**src/rtl/alsu_pkg.sv**
```systemverilog
// Shared types and helpers for the parametrised ALSU: opcode and error-FSM enums
// plus the illegal-command decode used by the datapath.
package alsu_pkg;

    typedef enum logic [2:0] {
        OP_AND   = 3'b000,
        OP_XOR   = 3'b001,
        OP_ADD   = 3'b010,
        OP_MUL   = 3'b011,
        OP_SHIFT = 3'b100,
        OP_ROT   = 3'b101
    } opcode_e;

    typedef enum logic {
        ST_IDLE  = 1'b0,
        ST_ERROR = 1'b1
    } err_state_e;

    // Reduction flags are only meaningful for AND/XOR; MUL is illegal when not built in.
    function automatic logic is_illegal(input logic [2:0] op, input logic red_any,
                                        input logic mul_en);
        logic arith;
        arith = (op == OP_ADD) || (op == OP_MUL) || (op == OP_SHIFT) || (op == OP_ROT);
        return (op[2:1] == 2'b11) || (red_any && arith) || (!mul_en && (op == OP_MUL));
    endfunction

endpackage

```
**src/rtl/alsu_err_fsm.sv**
```systemverilog
// Error indicator FSM: on an illegal-command strobe, err rises and leds blink
// (all ones / all zeros) for BLINK_LEN cycles; a new strobe restarts the blink.
module alsu_err_fsm
    import alsu_pkg::*;
#(
    parameter int LED_W     = 16,
    parameter int BLINK_LEN = 8
) (
    input  logic             clk,
    input  logic             rst,
    input  logic             illegal_strobe,
    output logic             err,
    output logic [LED_W-1:0] leds
);

    localparam int CW = (BLINK_LEN > 1) ? $clog2(BLINK_LEN) : 1;
    localparam logic [CW-1:0] CNT_INIT = CW'(BLINK_LEN - 1);

    err_state_e    state;
    logic [CW-1:0] cnt;

    always_ff @(posedge clk or posedge rst) begin
        if (rst) begin
            state <= ST_IDLE;
            cnt   <= '0;
            leds  <= '0;
            err   <= 1'b0;
        end else if (illegal_strobe) begin
            state <= ST_ERROR;
            cnt   <= CNT_INIT;
            leds  <= '1;
            err   <= 1'b1;
        end else begin
            case (state)
                ST_ERROR: begin
                    if (cnt == '0) begin
                        state <= ST_IDLE;
                        leds  <= '0;
                        err   <= 1'b0;
                    end else begin
                        cnt  <= cnt - 1'b1;
                        leds <= ~leds;
                    end
                end
                default: begin
                    state <= ST_IDLE;
                    leds  <= '0;
                    err   <= 1'b0;
                end
            endcase
        end
    end

endmodule

```
**src/rtl/alsu_param.sv**
```systemverilog
// Two-stage parametrised ALSU: stage 1 samples a valid command, stage 2 computes out.
// Define ALSU_MUL_EN to build the multiplier; without it opcode 011 is illegal.
module alsu_param
    import alsu_pkg::*;
#(
    parameter int    WIDTH          = 3,
    parameter string INPUT_PRIORITY = "A",
    parameter string FULL_ADDER     = "ON",
    parameter int    LED_W          = 16,
    parameter int    BLINK_LEN      = 8,
    localparam int   OW             = 2 * WIDTH
) (
    input  logic             clk,
    input  logic             rst,
    input  logic             in_valid,
    input  logic [WIDTH-1:0] A,
    input  logic [WIDTH-1:0] B,
    input  logic [2:0]       opcode,
    input  logic             cin,
    input  logic             serial_in,
    input  logic             red_op_A,
    input  logic             red_op_B,
    input  logic             bypass_A,
    input  logic             bypass_B,
    input  logic             direction,
    output logic [OW-1:0]    out,
    output logic             out_valid,
    output logic             err,
    output logic [LED_W-1:0] leds
);

`ifdef ALSU_MUL_EN
    localparam logic MUL_EN = 1'b1;
`else
    localparam logic MUL_EN = 1'b0;
`endif
    localparam logic PRI_A = (INPUT_PRIORITY == "A");
    localparam logic FA_ON = (FULL_ADDER == "ON");

    logic [WIDTH-1:0] a_r, b_r;
    logic [2:0]       op_r;
    logic             cin_r, sin_r, ra_r, rb_r, ba_r, bb_r, dir_r, v1;

    always_ff @(posedge clk or posedge rst) begin
        if (rst) begin
            a_r <= '0; b_r <= '0; op_r <= '0;
            cin_r <= 1'b0; sin_r <= 1'b0; ra_r <= 1'b0; rb_r <= 1'b0;
            ba_r <= 1'b0; bb_r <= 1'b0; dir_r <= 1'b0; v1 <= 1'b0;
        end else begin
            v1 <= in_valid;
            if (in_valid) begin
                a_r <= A; b_r <= B; op_r <= opcode;
                cin_r <= cin; sin_r <= serial_in; ra_r <= red_op_A; rb_r <= red_op_B;
                ba_r <= bypass_A; bb_r <= bypass_B; dir_r <= direction;
            end
        end
    end

    logic             byp_any, red_any, illegal;
    logic [WIDTH-1:0] byp_opnd, red_opnd;
    logic [OW-1:0]    next_out;

    // When both flags of a pair are set, INPUT_PRIORITY decides the operand.
    assign byp_any  = ba_r | bb_r;
    assign red_any  = ra_r | rb_r;
    assign byp_opnd = (ba_r && (!bb_r || PRI_A)) ? a_r : b_r;
    assign red_opnd = (ra_r && (!rb_r || PRI_A)) ? a_r : b_r;
    assign illegal  = !byp_any && is_illegal(op_r, red_any, MUL_EN);

    always_comb begin
        next_out = '0;
        if (byp_any) begin
            next_out = OW'(byp_opnd);
        end else if (!illegal) begin
            case (op_r)
                OP_AND:   next_out = red_any ? OW'(&red_opnd) : OW'(a_r & b_r);
                OP_XOR:   next_out = red_any ? OW'(^red_opnd) : OW'(a_r ^ b_r);
                OP_ADD:   next_out = OW'(a_r) + OW'(b_r) + OW'(cin_r & FA_ON);
`ifdef ALSU_MUL_EN
                OP_MUL:   next_out = OW'(a_r) * OW'(b_r);
`endif
                OP_SHIFT: next_out = dir_r ? {out[OW-2:0], sin_r} : {sin_r, out[OW-1:1]};
                OP_ROT:   next_out = dir_r ? {out[OW-2:0], out[OW-1]} : {out[0], out[OW-1:1]};
                default:  next_out = '0;
            endcase
        end
    end

    always_ff @(posedge clk or posedge rst) begin
        if (rst) begin
            out       <= '0;
            out_valid <= 1'b0;
        end else begin
            out_valid <= v1;
            if (v1) out <= next_out;
        end
    end

    alsu_err_fsm #(
        .LED_W     (LED_W),
        .BLINK_LEN (BLINK_LEN)
    ) u_err_fsm (
        .clk            (clk),
        .rst            (rst),
        .illegal_strobe (v1 & illegal),
        .err            (err),
        .leds           (leds)
    );

endmodule

```
**config.mk**
```make
export PLATFORM = sky130hd
export DESIGN_NAME = alsu_param
export DESIGN_NICKNAME = d
export VERILOG_FILES = /design/src/rtl/alsu_pkg.sv /design/src/rtl/alsu_err_fsm.sv /design/src/rtl/alsu_param.sv
export SDC_FILE = /design/constraint.sdc
export NUM_CORES = 1
export LEC_CHECK = 0
export CORE_MARGIN = 1
export CORE_UTILIZATION = 45
export CTS_BUF_LIST = sky130_fd_sc_hd__clkbuf_8
export CTS_CLUSTER_DIAMETER = 150
export CTS_CLUSTER_SIZE = 24
export DETAILED_ROUTE_END_ITERATION = 8
export PLACE_DENSITY_LB_ADDON = 0.1
export SYNTH_ARGS = -nofsm -noshare
export SYNTH_HDL_FRONTEND = slang
export SYNTH_SLANG_ARGS = --single-unit
export TNS_END_PERCENT = 1
```
**constraint.sdc**
```tcl
create_clock -name clk -period 2.6 [get_ports clk]
set_input_delay 0.78 -clock clk [delete_from_list [all_inputs] [get_ports clk]]
set_output_delay 0.78 -clock clk [all_outputs]
set_load 0.05 [all_outputs]
```
==> metrics.yaml <==
cts:
  post_cts_resized: 0
  clk_pin_slew_ns: 0.08
  clock_path_buffers: 2
  clk_latency_ns: 0.30
  clockRootBuffer: "clkbuf_8"
  cts_sinks: 45
  cts_buffers: 5
  holdBufCountCts: 0
  cts_tree: "yes"
  post_cts_buffers: 0
  h-tree-depth: 2
timing:
  tightest_slew_ns: 0.549
  maxSlewViolCount: 0
  min_period_over_period: 0.893
  setup_viol: 0
  period_minus_slack_ns: 2.32
  hold_violations: 0
  rsz0062_at_grt: "false"
  fin_tns_setup_ns: 0
  fin_skew_ns: 0.00348
  maxSlewHeadroom: 0.634
  fmax_mhz: 431
layout:
  n_antenna_cell: 0
  nets: 254
  final_common_cell: "dfrtp_1"
  register_area_sq_um: 1130
  post_route_cells_drive_above_1_share: 0.145
  fin_area_sq_um: 2700
  nFillCells: 357
  area_growth_pct: 27.9
  layout_common_cells: "dfrtp_1 (45), clkdlybuf4s50_1 (42), o21ai_0 (22)"
  multiInputGateArea_sq_um: 883
logic_synthesis:
  synthSimpleGateAreaFrac: 0.0795
  synth_xor_area_frac: 0.0166
  mappedNetlistNets: 209
  synth_edf_count: 0
  yosysUniqueCellTypes: 41
  synth_top_area_share: 0.534
  synth_fa_ha_area_frac: 0.0546
  synthMuxAreaShare: 0.113
  seq_area_frac_synth: 0.534
  syn_inst: 182
  syn_area_sq_um: 2110
  ys_seq_elements: 45
  synth_top_family_by_area: "compound AO/OA/AOI/OAI gates"
  postSynthAreaPerCell_sq_um: 11.6
  yosys_warnings: 0
  synth_compound_area_frac: 0.155
  ys_async_sr_fraction: 1.00
  synth_area_leaders: "dfrtp_1 (53%), mux2_2 (7.5%), o21ai_0 (5.5%), mux2i_1 (3.8%), ha_1 (3.6%)"
  ys.flop_type: "dfrtp_1"
  synth_largest_area_cell: "dfrtp_1"
flow_run:
  cap_viol_max_count: 0
routing:
  drtIter0Drc: 74
  vias_per_cell: 5.45
  ant_nets: 0
  num_vias: 1527
  wl_per_cell_um: 15.0
  drc: 0
  wl_mm: 4.20
  firstDrtPassIters: 4
grt:
  antenna_found_initial: 0
  grt_max_degree: 46
  grt_pass1_wl_mm: 7.54
  gr-total-overflow: 0
  grt_pass1_vias: 1572
  grt_util_all_layers: 0.195
outcome:
  outcome: "complete, no violations"
worst_setup_path:
  worst_path_max_delay_cell: "clkdlybuf4s50_1"
  end_kind: "output pin"
  worstSetupPathType: "flip-flop to output pin"
  path_cells: "clkdlybuf4s50_1"
  crit_family: "buffers and inverters"
  cp-start-kind: "flip-flop"
  worstPathArrival_ns: 1.54
  path_buf_inv: 1
  cpPeakStageDelay_ns: 0.82
  worstPathMaxFanout: 4
  required_ns: 1.82
pwr:
  power_frac_seq: 0.375
  max-vdd-ir-drop_mv: 0.614
  p_switching_mw: 1.11
  p_int_mw: 1.59
  power_leakage_nw: 1.15
  comb_power_share: 0.431
  swShare: 0.410
  power.share.clock: 0.194
  power_density_nw_per_um2: 999
place:
  place.gp.congestion: 0.855
  place_area_sq_um: 2580
  dp_hpwl_mm: 2.99
  port_buffers: 42
worst_hold_path:
  worstHoldPathType: "flip-flop to flip-flop"
floorplanning:
  core_sq_um: 4410
  die_h_um: 70.4
  dieArea_sq_um: 4960
  die_x_um: 70.4
  ios: 43
  start_util: 0.478
  rows: 24
-- path summary, 6_finish.rpt --
kind                                                   from                           to  slack [ns]  depth (start not counted)
worst max-delay path                     out[0]$_DFFE_PP0P_                       out[0]        0.28                          1
worst min-delay path            u_err_fsm.leds[7]$_DFF_PP0_  u_err_fsm.leds[7]$_DFF_PP0_        0.47                          1
worst max register to register           b_r[0]$_DFFE_PP0P_           out[0]$_DFFE_PP0P_        0.53                          6
worst min register to register  u_err_fsm.leds[7]$_DFF_PP0_  u_err_fsm.leds[7]$_DFF_PP0_        0.47                          1
max in group asynchronous                               rst           out[3]$_DFFE_PP0P_        1.29                          3
min in group asynchronous                               rst           out[2]$_DFFE_PP0P_        0.93                          3
-- state kept, by name, indices dropped and copies added (netlist names) --
| signal | cells |
|---|---|
| op_r | 3 |
| cin_r | 1 |
| rb_r | 1 |
| u_err_fsm.err | 1 |
| u_err_fsm.leds | 16 |
| ba_r | 1 |
| out | 6 |
| dir_r | 1 |
| a_r | 3 |
| u_err_fsm.cnt | 3 |
| bb_r | 1 |
| sin_r | 1 |
| b_r | 3 |
| ra_r | 1 |
| v1 | 1 |
| out_valid | 1 |
| u_err_fsm.state | 1 |
-- metal layers --
metal,up-vias,wire (um),GRT usage
li1,731,-,-
met1,742,1990,0.266
met2,48,1930,0.292
met3,6,237,0.0606
met4,0,36,0.0689
met5,-,0,0
-- through the flow --
stage	power (mW)	hold slack [ns]	util	std cells	setup slack (ns)
3_5_place_dp	2.18	0.459	0.586	272	0.601
6_report	2.69	0.467	0.611	280	0.279
2_1_floorplan	1.79	0.463	-	182	0.517
5_1_grt	2.86	0.493	0.611	280	0.225
4_1_cts	2.72	0.472	0.611	280	0.276
3_3_place_gp	2.15	0.453	0.586	272	0.610
-- power by group through the flow --
stage | Clock [mW] | Sequential, mW | Combinational, mW
final | 0.524 | 1.01 | 1.16
after global routing | 0.560 | 1.04 | 1.26
after CTS | 0.541 | 1.01 | 1.17
after detailed placement | 0 | 1.02 | 1.16
after global placement | 0 | 1.01 | 1.14
after floorplan | 0 | 1.43 | 0.359
-- kinds of logic (layout without fill, tap and decap cells) --
group	Yosys count	in the layout
AO/OA/AOI/OAI	48	48
flip-flops	45	45
AND/OR/NAND/NOR	32	32
buffers and inverters	23	69
multiplexers	22	22
adder cells (fa/ha/maj)	8	8
XOR/XNOR	4	4
-- cell usage after synthesis (all sizes together) (2+ instances only) --
cell type,n
dfrtp,45
o21ai,23
inv,14
mux2,14
nand2,9
nor2,9
mux2i,8
ha,6
buf,5
o22ai,5
clkbuf,4
nor3,4
a21oi,3
a221oi,3
xnor2,3
a211oi,2
fa,2
o211ai,2
o32ai,2
-- cell type report --
cell class / count / area share
Clock inverter: 3 / 0.0158
Tap cell: 52 / 0.0241
Sequential cell: 45 / 0.418
Multi-Input combinational cell: 114 / 0.328
Inverter: 14 / 0.0195
Clock buffer: 5 / 0.0255
Timing Repair Buffer: 47 / 0.170
No activity file was read; power rests on OpenSTA's default activity.
